$ cat config.mk
export PLATFORM = sky130hd
export DESIGN_NAME = bcd_stopwatch
export DESIGN_NICKNAME = d
export VERILOG_FILES = /design/src/rtl/bcd_pkg.sv /design/src/rtl/bcd_digit.sv /design/src/rtl/bcd_stopwatch.sv
export SDC_FILE = /design/constraint.sdc
export NUM_CORES = 1
export LEC_CHECK = 0
export CAP_MARGIN = 20
export CORE_ASPECT_RATIO = 1.75
export CORE_MARGIN = 4
export CORE_UTILIZATION = 34
export DETAILED_ROUTE_END_ITERATION = 8
export SKIP_CTS_REPAIR_TIMING = 1
export SYNTH_ARGS = -nofsm -noshare
export SYNTH_HDL_FRONTEND = slang
export SYNTH_HIERARCHICAL = 1
export SYNTH_SLANG_ARGS = --single-unit
$ cat constraint.sdc
create_clock -name clk -period 4.4 [get_ports clk]
set_input_delay 0.44 -clock clk [delete_from_list [all_inputs] [get_ports clk]]
set_output_delay 0.44 -clock clk [all_outputs]
set_load 0.01 [all_outputs]
$ cat src/rtl/bcd_pkg.sv
// Shared types and constants for the BCD stopwatch.
package bcd_pkg;

    typedef enum logic {
        STOPPED = 1'b0,
        RUNNING = 1'b1
    } state_e;

    localparam int unsigned DIGIT_W         = 4;
    localparam int unsigned DIGIT_MAX_UNITS = 9;
    localparam int unsigned DIGIT_MAX_TENS  = 5;

endpackage

$ cat src/rtl/bcd_digit.sv
// Single mod-(MAX+1) BCD digit; carry is combinational so a chain of digits
// all advance on the same edge.
module bcd_digit
    import bcd_pkg::*;
#(
    parameter int unsigned MAX = DIGIT_MAX_UNITS
) (
    input  logic               clk,
    input  logic               rst_n,
    input  logic               clr,
    input  logic               inc,
    output logic [DIGIT_W-1:0] digit,
    output logic               carry
);

    localparam logic [DIGIT_W-1:0] MaxVal = DIGIT_W'(MAX);

    logic [DIGIT_W-1:0] digit_q, digit_d;

    always_comb begin
        digit_d = digit_q;
        if (clr) begin
            digit_d = '0;
        end else if (inc) begin
            digit_d = (digit_q == MaxVal) ? '0 : digit_q + 1'b1;
        end
    end

    always_ff @(posedge clk or negedge rst_n) begin
        if (!rst_n) begin
            digit_q <= '0;
        end else begin
            digit_q <= digit_d;
        end
    end

    assign digit = digit_q;
    assign carry = inc && (digit_q == MaxVal);

endmodule

$ cat src/rtl/bcd_stopwatch.sv
// MM:SS stopwatch: start/stop FSM, one-second prescaler and a four-digit BCD
// carry chain.
module bcd_stopwatch
    import bcd_pkg::*;
#(
    parameter int unsigned TICK_DIV = 100000000
) (
    input  logic               clk,
    input  logic               rst_n,
    input  logic               start,
    input  logic               stop,
    input  logic               clear,
    output logic [DIGIT_W-1:0] sec_ones,
    output logic [DIGIT_W-1:0] sec_tens,
    output logic [DIGIT_W-1:0] min_ones,
    output logic [DIGIT_W-1:0] min_tens,
    output logic               running,
    output logic               rollover
);

    localparam int unsigned       PrescW   = $clog2(TICK_DIV);
    localparam logic [PrescW-1:0] PrescMax = PrescW'(TICK_DIV - 1);

    state_e            state_q, state_d;
    logic [PrescW-1:0] presc_q, presc_d;
    logic              rollover_q, rollover_d;
    logic              tick;
    logic [3:0]        inc;
    logic [3:0]        carry;

    assign tick = (state_q == RUNNING) && (presc_q == PrescMax);

    // Stop wins over a coincident start; clear never affects the state.
    always_comb begin
        state_d = state_q;
        unique case (state_q)
            STOPPED: if (start && !stop) state_d = RUNNING;
            RUNNING: if (stop)           state_d = STOPPED;
        endcase
    end

    always_comb begin
        presc_d = presc_q;
        if (clear) begin
            presc_d = '0;
        end else if (state_q == RUNNING) begin
            presc_d = tick ? '0 : presc_q + 1'b1;
        end
    end

    // The top digit only carries on the 59:59 wrap; clear suppresses it.
    assign rollover_d = carry[3] && !clear;

    always_ff @(posedge clk or negedge rst_n) begin
        if (!rst_n) begin
            state_q    <= STOPPED;
            presc_q    <= '0;
            rollover_q <= 1'b0;
        end else begin
            state_q    <= state_d;
            presc_q    <= presc_d;
            rollover_q <= rollover_d;
        end
    end

    assign inc = {carry[2:0], tick};

    bcd_digit #(.MAX(DIGIT_MAX_UNITS)) u_sec_ones (
        .clk   (clk),
        .rst_n (rst_n),
        .clr   (clear),
        .inc   (inc[0]),
        .digit (sec_ones),
        .carry (carry[0])
    );

    bcd_digit #(.MAX(DIGIT_MAX_TENS)) u_sec_tens (
        .clk   (clk),
        .rst_n (rst_n),
        .clr   (clear),
        .inc   (inc[1]),
        .digit (sec_tens),
        .carry (carry[1])
    );

    bcd_digit #(.MAX(DIGIT_MAX_UNITS)) u_min_ones (
        .clk   (clk),
        .rst_n (rst_n),
        .clr   (clear),
        .inc   (inc[2]),
        .digit (min_ones),
        .carry (carry[2])
    );

    bcd_digit #(.MAX(DIGIT_MAX_TENS)) u_min_tens (
        .clk   (clk),
        .rst_n (rst_n),
        .clr   (clear),
        .inc   (inc[3]),
        .digit (min_tens),
        .carry (carry[3])
    );

    assign running  = (state_q == RUNNING);
    assign rollover = rollover_q;

endmodule

==> impl_metrics.ini <==
[sta]
finalCritPeriodShare_pct = 79.6
finalMaxSlewViolations = 0
final.min_clock_period_ns = 3.50
worst_clock_skew_ns = 0.00793
relSlewSlack_pct = 44.8
hold_viol = 0
tightest_slew_ns = 0.823
setup_violations = 0
timing.final.ws_setup_ns = 0.900
finalSetupTns_ns = 0
clock.fmax_ghz = 0.286
rsz0062_at_grt = no

[critical_path]
crit_path_cell_trace = or4b_4 -> or4_4 -> nand2b_4 -> inv_1 -> inv_1 -> nor2_1 -> buf_4 -> and4_2 -> inv_1 -> nor2_1 -> buf_4 -> nand4_1 -> or3_1 -> a21oi_2
crit_slowest_cell = or4b_4
worstPathArrival_ns = 3.72
critPathMaxFanout = 8
slowest_delay_ns = 0.56
critical_path_class = reg2reg
path_delay_family = simple AND/OR/NAND/NOR gates
crit_buf_inv = 5
cpMostUsedCell = inv_1
cp-start-kind = register
cp_data_required_time_ns = 4.62
end_kind = register

[placement]
dp_hpwl_mm = 4.05
numPlacedInstances = 369
place_ws_ns = 0.899
gp_congestion = 0.785
port_buffers = 22

[grt]
grt_usage_pct = 13.8
grt_use_met2_pct = 25.0
grt_max_degree = 46
grt_pass1_wl_mm = 9.68
antenna_found_initial = 0
gr-total-overflow = 0
gr-max-usage-layer = met2
grt_pass1_vias = 2134
grtUsageMet3_pct = 2.39
grtUsageMet1_pct = 14.9

[floorplanning]
die_height_um = 122
die-area_sq_mm = 0.00890
die_width_um = 73.0
start_util_pct = 34.8
core_sq_mm = 0.00723
core.rowCount = 41
boundaryPins = 23

[clock_tree]
htreeDepth = 2
cts_tree = yes
clkTransAtPathRegs_ns = 0.07
cts_sinks = 45
clock_path_buffers = 2
numCtsBuffers = 5
clockRootBuffer = clkbuf_16
clk_latency_ns = 0.29

[synth]
yosysMostFrequentCell = dfrtp_1
yosys.area.top_type = dfrtp_1
netlist_top_cells_count = dfrtp_1, nor2_1, nand2_1
synth-async-reset-ratio_pct = 100
synth_area_per_cell_sq_um = 9.60
synth_area_leaders = dfrtp_1, nor2_1, ha_1
syn_inst = 262
synth_nets = 276
yosys_warnings = 6
netlist_area_sq_mm = 0.00252
synth_edf_count = 0
synth_top_cell_area_share_pct = 44.8
ys_ff_latch = 45
ys_seq_area_share_pct = 44.8
synth_cell_types = 50
ys.flop_type = dfrtp_1

[routing]
ant_nets = 0
routed_via_density = 5.49
firstDrtPassIters = 4
wl_per_cell_um = 15.1
wl_mm = 5.70
dr_total_vias = 2076
drtIter0Drc = 80
drcViolationCount = 0

[power]
finalPower_uw = 840
powerDensity_mw_per_mm2 = 278
p_leak_uw = 0.00125
vdd_ir_drop_max_uv = 220

[cells_and_area]
diodes = 0
syn_to_final_growth_pct = 20.0
finalNetCount = 305
drive_gt1_share_pct = 11.3
stdcell_count = 378

[run_status]
run_status = complete, no violations

[flow_run]
cap_violations = 0

[worst_hold_path]
min_path_type = in2async
## cells in the final DEF (no fill, tap or decap), drive strengths merged, types with 3 or more instances in the layout
master | synthesis | routed
a21o | 4 | 4
a21oi | 17 | 17
a311oi | 4 | 4
buf | 3 | 6
clkbuf | 2 | 6
clkdlybuf4s50 | 0 | 21
dfrtp | 45 | 45
ha | 9 | 9
inv | 11 | 11
nand2 | 26 | 26
nand2b | 4 | 4
nand3 | 10 | 10
nand3b | 10 | 10
nand4 | 15 | 15
nor2 | 32 | 32
nor3 | 5 | 5
nor4 | 4 | 4
o211ai | 3 | 3
o21ai | 5 | 5
or3 | 6 | 6
or4 | 3 | 3
xnor2 | 8 | 8
xor2 | 9 | 9
## routing by layer
metal | vias to the layer above | part of all wire (%)
met2 | 46 | 55
met5 | - | 0
met4 | 0 | 2.1
met1 | 1020 | 40
met3 | 9 | 3.2
li1 | 1001 | -
## power by group
part | leakage, uW | switching, uW | internal, uW | total (uW)
registers | 0.000626 | 1.99 | 416 | 418
clock network | 0.0000768 | 161 | 226 | 387
logic | 0.000546 | 24.8 | 11.0 | 35.8
## kinds of logic after synthesis
logic type | count (synthesis) | synth area share [%]
buffers and inverters | 16 | 2.54
XOR/XNOR | 17 | 5.92
multiplexers | 1 | 0.448
AO/OA/AOI/OAI | 45 | 12.3
adder cells (fa/ha/maj) | 9 | 4.48
AND/OR/NAND/NOR | 129 | 29.6
flip-flops | 45 | 44.8
## final timing paths
kind / startpoint / endpoint / slack, ns / cells past startpoint
worst max-delay path: presc_q[10] / u_min_tens/digit[3] / 0.90 / 14
worst min-delay path: rst_n / presc_q[5] / 0.07 / 1
worst max register to register: presc_q[10] / u_min_tens/digit[3] / 0.90 / 14
worst min register to register: presc_q[1] / presc_q[1] / 0.58 / 2
max in group asynchronous: rst_n / u_sec_tens/digit[3] / 3.83 / 2
min in group clk: presc_q[1] / presc_q[1] / 0.58 / 2
## flip-flops by register name, summed over array words and instances, names as in the netlist
| name | cells |
|---|---|
| rollover | 1 |
| presc_q | 27 |
| u_sec_ones/digit | 4 |
| u_min_tens/digit | 4 |
| u_min_ones/digit | 4 |
| running | 1 |
| u_sec_tens/digit | 4 |
## layout make-up
| class | instances | area, sq um |
|---|---|---|
| Clock buffer | 6 | 139 |
| Clock inverter | 2 | 13.8 |
| Fill cell | 696 | 4210 |
| Inverter | 11 | 41.3 |
| Multi-Input combinational cell | 201 | 1330 |
| Sequential cell | 45 | 1130 |
| Tap cell | 86 | 108 |
| Timing Repair Buffer | 27 | 265 |
## metrics by stage
stage	cell area (sq um)	util [%]	hold slack, ns
2_1_floorplan	2520	-	0.144
3_3_place_gp	2850	39.4	0.538
3_5_place_dp	2850	39.4	0.566
4_1_cts	3000	41.5	0.364
5_1_grt	3020	41.7	0.0982
6_report	3020	41.7	0.0733
## worst register-to-register path, cell delays in order (launching register included)
cell and delay [ns]:
dfrtp_1 0.44, or4b_4 0.56, or4_4 0.55, nand2b_4 0.18, inv_1 0.16, inv_1 0.09
nor2_1 0.11, buf_4 0.16, and4_2 0.31, inv_1 0.09, nor2_1 0.10, buf_4 0.15
nand4_1 0.11, or3_1 0.33, a21oi_2 0.11
Power figures use the tool's default switching activity.
